$ cat src/rtl/bip_report_sequencer_if.sv
// -----------------------------------------------------------------------------
// bip_report_sequencer_if
//   Bundles the BIP status inputs and the UART transmit handshake seen by
//   bip_report_sequencer. Signal names are written from the sequencer's point
//   of view (i_* flow into it, o_* flow out of it).
//
//   Signals:
//     i_program_done     BIP halted flag (level)
//     i_program_counter  BIP program counter, NB_ADDR bits
//     i_accumulator      BIP accumulator, NB_INSTRUCTION bits
//     i_tx_done          one-cycle pulse from the UART when a byte has finished
//     o_tx_start         one-cycle pulse requesting transmission of o_tx_data
//     o_tx_data          byte to transmit, NB_DATA bits
//     o_busy             high while a report frame is in progress
//     o_frame_done       one-cycle pulse after the last byte has finished
//
//   Modports:
//     master  the BIP/UART side (drives i_*, observes o_*)
//     slave   the sequencer itself
// -----------------------------------------------------------------------------
interface bip_report_sequencer_if #(
  parameter int NB_INSTRUCTION = 16,
  parameter int NB_ADDR        = 11,
  parameter int NB_DATA        = 8
);

  logic                      i_program_done;
  logic [NB_ADDR-1:0]        i_program_counter;
  logic [NB_INSTRUCTION-1:0] i_accumulator;
  logic                      i_tx_done;
  logic                      o_tx_start;
  logic [NB_DATA-1:0]        o_tx_data;
  logic                      o_busy;
  logic                      o_frame_done;

  modport master (
    output i_program_done, i_program_counter, i_accumulator, i_tx_done,
    input  o_tx_start, o_tx_data, o_busy, o_frame_done
  );

  modport slave (
    input  i_program_done, i_program_counter, i_accumulator, i_tx_done,
    output o_tx_start, o_tx_data, o_busy, o_frame_done
  );

endinterface

$ cat src/rtl/bip_report_sequencer.sv
// -----------------------------------------------------------------------------
// bip_report_sequencer
//   Sits between the BIP processor and the shared UART transmitter. On the
//   rising edge of the processor's program-done flag it snapshots the program
//   counter and accumulator and sends a fixed report frame, one byte per UART
//   transmission, paced by the transmitter's done pulse:
//     HEADER, PC[7:0], PC[15:8], ACC[7:0], ACC[15:8] [, checksum]
//   PC and ACC are zero-extended to 16 bits.
//
//   Configuration macro:
//     BIP_REPORT_CHECKSUM_EN  when defined, a sixth byte carrying the XOR of
//                             bytes 0..4 closes the frame; when undefined the
//                             frame is five bytes and no checksum register
//                             exists.
//
//   Ports:
//     i_clock  single system clock, rising edge
//     i_reset  synchronous, active-high reset
//     bus      bip_report_sequencer_if.slave (BIP status + UART handshake)
// -----------------------------------------------------------------------------
module bip_report_sequencer #(
  parameter int                 NB_INSTRUCTION = 16,
  parameter int                 NB_ADDR        = 11,
  parameter int                 NB_DATA        = 8,
  parameter logic [NB_DATA-1:0] HEADER         = 8'hA5
) (
  input  logic                    i_clock,
  input  logic                    i_reset,
  bip_report_sequencer_if.slave   bus
);

  localparam logic [1:0] ST_IDLE = 2'd0;
  localparam logic [1:0] ST_LOAD = 2'd1;
  localparam logic [1:0] ST_WAIT = 2'd2;
  localparam logic [1:0] ST_DONE = 2'd3;

`ifdef BIP_REPORT_CHECKSUM_EN
  localparam logic [2:0] LAST_IDX = 3'd5;
`else
  localparam logic [2:0] LAST_IDX = 3'd4;
`endif

  logic [1:0]                state;
  logic                      done_q;
  logic [2:0]                byte_idx;
  logic [15:0]               pc_q;
  logic [15:0]               acc_q;
`ifdef BIP_REPORT_CHECKSUM_EN
  logic [NB_DATA-1:0]        checksum_q;
`endif

  logic [NB_ADDR-1:0]        pc_in;
  logic [NB_INSTRUCTION-1:0] acc_in;
  logic                      trigger;
  logic [NB_DATA-1:0]        frame_byte;

  assign pc_in   = bus.i_program_counter;
  assign acc_in  = bus.i_accumulator;

  // A flag already high in the first cycle after reset counts as an edge,
  // because done_q is cleared by reset.
  assign trigger = bus.i_program_done & ~done_q;

  // Byte selected by the current index, taken from the snapshot registers.
  always_comb begin
    // NOTE: default assignment first so every path drives frame_byte; without
    // it a missing case arm would infer a latch.
    frame_byte = '0;
    case (byte_idx)
      3'd0:    frame_byte = HEADER;
      3'd1:    frame_byte = pc_q[7:0];
      3'd2:    frame_byte = pc_q[15:8];
      3'd3:    frame_byte = acc_q[7:0];
      3'd4:    frame_byte = acc_q[15:8];
`ifdef BIP_REPORT_CHECKSUM_EN
      3'd5:    frame_byte = checksum_q;
`endif
      default: frame_byte = '0;
    endcase
  end

  // NOTE: reset is synchronous (sampled only on the clock edge) and all state
  // uses non-blocking assignments so every register updates from pre-edge
  // values, independent of statement order.
  always_ff @(posedge i_clock) begin
    if (i_reset) begin
      state      <= ST_IDLE;
      done_q     <= 1'b0;
      byte_idx   <= 3'd0;
      pc_q       <= '0;
      acc_q      <= '0;
`ifdef BIP_REPORT_CHECKSUM_EN
      checksum_q <= '0;
`endif
    end else begin
      done_q <= bus.i_program_done;
      case (state)
        ST_IDLE: begin
          // Edges outside IDLE are simply dropped; nothing is queued.
          if (trigger) begin
            state      <= ST_LOAD;
            byte_idx   <= 3'd0;
            pc_q       <= 16'(pc_in);
            acc_q      <= 16'(acc_in);
`ifdef BIP_REPORT_CHECKSUM_EN
            checksum_q <= '0;
`endif
          end
        end
        ST_LOAD: begin
          state <= ST_WAIT;
`ifdef BIP_REPORT_CHECKSUM_EN
          // Fold each payload byte in as it is loaded; the checksum byte
          // itself is not folded.
          if (byte_idx != LAST_IDX) begin
            checksum_q <= checksum_q ^ frame_byte;
          end
`endif
        end
        ST_WAIT: begin
          if (bus.i_tx_done) begin
            if (byte_idx == LAST_IDX) begin
              state <= ST_DONE;
            end else begin
              byte_idx <= byte_idx + 3'd1;
              state    <= ST_LOAD;
            end
          end
        end
        ST_DONE: state <= ST_IDLE;
        default: state <= ST_IDLE;
      endcase
    end
  end

  // Outputs decode straight from state, so a reset clears them one cycle
  // later. o_tx_data holds the selected byte through LOAD and WAIT, i.e. from
  // the start pulse until the matching done pulse.
  assign bus.o_tx_start   = (state == ST_LOAD);
  assign bus.o_busy       = (state == ST_LOAD) || (state == ST_WAIT);
  assign bus.o_frame_done = (state == ST_DONE);
  assign bus.o_tx_data    = bus.o_busy ? frame_byte : '0;

endmodule

$ cat src/flat_wrapper.sv
// flat-port wrapper written by rule: the top's interface ports become plain ports
module bip_report_sequencer_flat 
#(
  parameter int                 NB_INSTRUCTION = 16,
  parameter int                 NB_ADDR        = 11,
  parameter int                 NB_DATA        = 8,
  parameter logic [NB_DATA-1:0] HEADER         = 8'hA5
)
  (i_clock, i_reset, bus_i_program_done, bus_i_program_counter, bus_i_accumulator, bus_i_tx_done, bus_o_tx_start, bus_o_tx_data, bus_o_busy, bus_o_frame_done);
  bip_report_sequencer_if #(.NB_INSTRUCTION(NB_INSTRUCTION), .NB_ADDR(NB_ADDR), .NB_DATA(NB_DATA)) bus_i ();
  input  logic i_clock;
  input  logic i_reset;
  input wire logic [$bits(bus_i.i_program_done)-1:0] bus_i_program_done;
  input wire logic [$bits(bus_i.i_program_counter)-1:0] bus_i_program_counter;
  input wire logic [$bits(bus_i.i_accumulator)-1:0] bus_i_accumulator;
  input wire logic [$bits(bus_i.i_tx_done)-1:0] bus_i_tx_done;
  output wire logic [$bits(bus_i.o_tx_start)-1:0] bus_o_tx_start;
  output wire logic [$bits(bus_i.o_tx_data)-1:0] bus_o_tx_data;
  output wire logic [$bits(bus_i.o_busy)-1:0] bus_o_busy;
  output wire logic [$bits(bus_i.o_frame_done)-1:0] bus_o_frame_done;
  assign bus_i.i_program_done = bus_i_program_done;
  assign bus_i.i_program_counter = bus_i_program_counter;
  assign bus_i.i_accumulator = bus_i_accumulator;
  assign bus_i.i_tx_done = bus_i_tx_done;
  assign bus_o_tx_start = bus_i.o_tx_start;
  assign bus_o_tx_data = bus_i.o_tx_data;
  assign bus_o_busy = bus_i.o_busy;
  assign bus_o_frame_done = bus_i.o_frame_done;
  bip_report_sequencer #(.NB_INSTRUCTION(NB_INSTRUCTION), .NB_ADDR(NB_ADDR), .NB_DATA(NB_DATA), .HEADER(HEADER)) u_core (.i_clock(i_clock), .i_reset(i_reset), .bus(bus_i));
endmodule
$ cat config.mk
export PLATFORM = sky130hd
export DESIGN_NAME = bip_report_sequencer_flat
export DESIGN_NICKNAME = d
export VERILOG_FILES = /design/src/rtl/bip_report_sequencer_if.sv /design/src/rtl/bip_report_sequencer.sv /design/src/flat_wrapper.sv
export SDC_FILE = /design/constraint.sdc
export NUM_CORES = 1
export LEC_CHECK = 0
export ABC_AREA = 0
export BUFFER_PORTS_ARGS = -buffer_cell sky130_fd_sc_hd__buf_4
export CAP_MARGIN = 25
export CORE_MARGIN = 2
export CORE_UTILIZATION = 25
export CTS_CLUSTER_SIZE = 20
export DETAILED_ROUTE_END_ITERATION = 8
export GPL_ROUTABILITY_DRIVEN = 0
export GPL_TIMING_DRIVEN = 0
export HOLD_SLACK_MARGIN = 0.08
export PLACE_DENSITY_LB_ADDON = 0.15
export SYNTH_ARGS = -nofsm -noshare
export SYNTH_HDL_FRONTEND = slang
export SYNTH_SLANG_ARGS = --single-unit
$ cat constraint.sdc
create_clock -name i_clock -period 1.7 [get_ports i_clock]
set_input_delay 0.255 -clock i_clock [delete_from_list [all_inputs] [get_ports i_clock]]
set_output_delay 0.255 -clock i_clock [all_outputs]
set_load 0.01 [all_outputs]
Word-level counts from Yosys, hierarchy flattened

Index checks and enable logic that the tools add are counted.

Add/sub/neg operators: 1
$mul: 0
Div/mod/pow operators: 0
Magnitude comparators: 0
Equal/unequal tests: 10
Shift operators: 0
Multiplexer cells: 10
Bitwise operators: 2
Reductions and logical operators: 7

Operators by type and width:

| kind                                                | count |
|---|---|
| one-hot mux 8 bit (5 select lines)                  | 1 |
| 2-to-1 mux 3 bit                                    | 3 |
| 2-to-1 mux 8 bit                                    | 1 |
| one-hot mux 2 bit (4 select lines)                  | 1 |
| equality test 3 x 2 -> 1 bit, second input constant | 2 |
| 2-to-1 mux 2 bit                                    | 3 |
| one-hot mux 3 bit (2 select lines)                  | 1 |
| equality test 2 bit, second input constant          | 2 |
| != test 2 bit, second input constant                | 2 |
| AND reduction 2 bit                                 | 2 |
| AND reduction 4 bit                                 | 1 |
| adder 3 x 1 -> 3 bit, second input constant         | 1 |
| equality test 3 x 1 -> 1 bit, second input constant | 1 |
| equality test 3 bit, second input constant          | 1 |
| logical NOT 3 bit                                   | 1 |
| equality test 2 x 1 -> 1 bit, second input constant | 1 |
| logical NOT 2 bit                                   | 1 |
| != test 2 x 1 -> 1 bit, second input constant       | 1 |
| nonzero test 2 bit                                  | 1 |
| bitwise AND 1 bit                                   | 1 |
| logical OR 1 bit                                    | 1 |
| NOT 1 bit                                           | 1 |

Register bits after elaboration: 33
Bits in latches: 0
Bits in writable memories: 0
ROM bits: 0
Bits of input ports: 31
Output and inout bits: 11
Logic and storage cells: 35
Memories kept: 0

Depth between registers and ports, before layout

Word-level depth: 4
Depth in mapped cells: 7
Mapped depth without buffers: 5

Least setup slack after synthesis

Ideal clock, no wire load.

Kind: register to output
Start point: register u_core.byte_idx[1]
End point: output port bus_o_tx_data[0]
Arrival: 1.517 ns
Required time: 1.445 ns
Setup slack: -0.072 ns
Stages on the path, launching flop included: 6
Buffers on the path: 0
Cells stage by stage: dfxtp_1 > inv_1 > ha_1 > or3_1 > a21oi_1 > nor3b_1

Word-level cells in the longest chain between the ends: 3
Elaborated cells between the ends (all ways): 7
Those cells by class: 4 x eq/ne; 2 x mux; 1 x reduce/logical

RTL lines:

| what                                              | line                        | source |
|---|---|---|
| start: declaration                                | bip_report_sequencer.sv:45  | `logic [2:0] byte_idx;` |
| start signal: assignment                          | bip_report_sequencer.sv:125 | `byte_idx <= byte_idx + 3'd1;` |
| equality test 3 bit, or another cell as far along | bip_report_sequencer.sv:69  | `case (byte_idx)` |
| one-hot mux 8 bit (5 select lines) *              | bip_report_sequencer.sv:69  |  |
| 2-to-1 mux 8 bit *                                | bip_report_sequencer.sv:142 | `assign bus.o_tx_data = bus.o_busy ? frame_byte : '0;` |
| end: declaration                                  | flat_wrapper.sv:18          | `output wire logic [$bits(bus_i.o_tx_data)-1:0] bus_o_tx_data;` |

Every way passes the cells marked *; elsewhere a longest branch is shown, timed or not.

Worst setup path in the final report

Start point: register u_core.byte_idx[0]
End point: output port bus_o_tx_data[1]

The elaborated chain is that of the path after synthesis.

==> results.sh <==
export IMPL_fin_skew_ns=0.00719
export IMPL_synthSimpleGateAreaFrac=0.240
export IMPL_synth_nets=243
export IMPL_hpwl_mm=3.37
export IMPL_synth_area_leaders="dfxtp_1, nand2_1, a21oi_1, ha_1, a222oi_1"
export IMPL_ys_seq_area_frac=0.400
export IMPL_via_per_inst=4.79
export IMPL_syn_instance_count=202
export IMPL_crit_arrival_ns=1.79
export IMPL_synthToLayoutAreaGrowth_pct=45.2
export IMPL_cap_violations=0
export IMPL_synthXorXnorAreaFrac=0
export IMPL_synthMuxAreaShare=0
export IMPL_hold_class="in2reg"
export IMPL_multiInputGateArea_um2=1040
export IMPL_cp_startpoint="u_core.byte_idx[0]"
export IMPL_cts_num_sinks=33
export IMPL_cts_tree="yes"
export IMPL_reg2reg_from="u_core.byte_idx[0]"
export IMPL_final_net_count=300
export IMPL_drt_iter0_markers=112
export IMPL_overflow=0
export IMPL_max_stage_delay_ns=0.40
export IMPL_timing_fmax_ghz=0.490
export IMPL_insertedDiodeCount=0
export IMPL_grt_pass1_vias=1608
export IMPL_hold_buffers=0
export IMPL_status="finished with violations"
export IMPL_cp_end_kind="primary output"
export IMPL_grt_max_degree=11
export IMPL_clockBufferDepth=2
export IMPL_dr_pass1_iters=4
export IMPL_yosys_area_share_adder=0.0758
export IMPL_die_height_um=85.3
export IMPL_power_leakage_uw=0.000945
export IMPL_path_clk_slew_ns=0.07
export IMPL_setup_viol=8
export IMPL_relSlewSlack=0.666
export IMPL_dieArea_um2=7270
export IMPL_ys_flop_type="dfxtp_1"
export IMPL_io_buffers=40
export IMPL_path_delay_family="simple AND/OR/NAND/NOR gates"
export IMPL_period_needed_ns=2.04
export IMPL_final_setup_worst_slack_ns=-0.342
export IMPL_critPathRequiredTime_ns=1.44
export IMPL_vias=1608
export IMPL_antenna_found_initial=0
export IMPL_num_rows=29
export IMPL_ctsRootBufferMaster="clkbuf_8"
export IMPL_syn_area_um2=1650
export IMPL_hold_path_startpoint="bus_i_program_done"
export IMPL_drtAntennaViolNets=0
export IMPL_synth_edf_count=0
export IMPL_slew_viol_final=0
export IMPL_synth_compound_area_share=0.226
export IMPL_postRouteWirelength_mm=4.82
export IMPL_async_flop_share=0
export IMPL_layout_drive_gt1_share=0.367
export IMPL_worst_slew_pin_slew_ns=0.501
export IMPL_p_per_area_nw_per_um2=1160
export IMPL_yosys_warnings=0
export IMPL_whs_ns=0.210
export IMPL_yosysTopAreaCell="dfxtp_1"
export IMPL_crit_fanout=4
export IMPL_track_usage=0.138
export IMPL_startpoint_type="flip-flop"
export IMPL_violations="setup timing"
export IMPL_io_pins=42
export IMPL_h_tree_depth=2
export IMPL_netlist_top_cells_count="nand2_1, dfxtp_1, a21oi_1, clkbuf_1, ha_1"
export IMPL_fill_cells=656
export IMPL_crit_slowest_cell="or3_4"
export IMPL_ys_types=32
export IMPL_synth_most_common_cell="nand2_1"
export IMPL_synth_top_family_by_area="simple AND/OR/NAND/NOR gates"
export IMPL_area_sequential_um2=671
export IMPL_worstPathCellList="ha_2, or3_4, a21oi_4, buf_6, nor3b_2, buf_4"
export IMPL_rsz0062_at_grt="yes"
export IMPL_criticalPathCategory="reg2out"
export IMPL_clk_latency_ns=0.29
export IMPL_vdd_drop_max_uv=368
export IMPL_synth_top_area_frac=0.400
export IMPL_critPathBufInv=2
export IMPL_drc=0
export IMPL_core_um2=6350
export IMPL_finalHoldViolCount=0
export IMPL_grt_pass1_wl_mm=7.82
export IMPL_wl_per_cell_um=14.3
export IMPL_cts_buffers=5
export IMPL_post_route_period_util=1.20
export IMPL_synth_seq_cells=33
export IMPL_die_x_um=85.3
export IMPL_setup_tns_final_ns=-2.63
export IMPL_syn_avg_cell_area_um2=8.17
export IMPL_start_util=0.260
[kinds of logic (layout without fill, tap and decap cells)]
kind of cell | Yosys count | after routing
AOI/OAI and AO/OA | 56 | 56
adders and majority gates | 10 | 10
buffers and inverters | 21 | 78
DFF | 33 | 33
and+or+nand+nor | 82 | 82
[power by group]
group / switching, uW / internal [uW]
sequential: 82.3 / 887
clock: 281 / 321
combinational: 618 / 593
[flip-flops by register name, indices dropped and copies added (netlist names)]
name and count:
u_core.byte_idx 3, u_core.pc_q 11, u_core.state 2, u_core.acc_q 16, u_core.done_q 1
[layout make-up]
| cell class | count | area share |
|---|---|---|
| buffer | 9 | 0.0178 |
| tap | 77 | 0.0402 |
| multi-input combinational | 148 | 0.436 |
| timing repair buffer | 55 | 0.177 |
| inverter | 7 | 0.0131 |
| sequential | 33 | 0.280 |
| clock buffer | 7 | 0.0360 |
[metrics by stage]
step	total power (uW)	instances	setup WS [ns]	utilization	instance area, um^2
finish	2780	336	-0.342	0.377	2400
global route	2990	336	-0.397	0.377	2400
CTS	2770	333	-0.327	0.370	2350
detailed placement	2020	319	-0.321	0.323	2050
global placement	2020	319	-0.341	0.323	2050
floorplan	1600	202	0.0132	-	1660
[layout by cell type (no fill, tap or decap), types with 3 or more instances in the layout]
cell type and count:
buf_6 3, dfxtp_1 29, buf_4 52, nand2_1 55, ha_1 3, buf_2 3
a21oi_1 29, a211oi_1 3, inv_1 5, clkbuf_1 5, ha_4 5, nor3b_2 6
clkbuf_8 6, nor2b_1 3, nand2b_1 6, a222oi_1 6
[per-layer routing]
metal,vias to the layer above,share of wire,GRT usage
met1,743,0.45,0.170
met3,9,0.043,0.0370
li1,820,-,-
met5,-,0,0
met2,36,0.48,0.227
met4,0,0.020,0.0563
[repair_timing]
item / 4_1_cts / 5_1_grt
setup buffers: 11 / 5
endpoints found under the hold margin: 0 / 0
setup endpoints to repair: 31 / 33
gates resized for setup: 38 / 13
pin swaps: 12 / 6
[final timing paths]
path	cells past startpoint	endpoint	slack (ns)
min reg2reg	2	u_core.acc_q[3]	0.46
max	6	bus_o_tx_data[1]	-0.34
max reg2reg	6	u_core.byte_idx[0]	0.06
min	2	u_core.done_q	0.21
(Power assumes the default switching activity.)
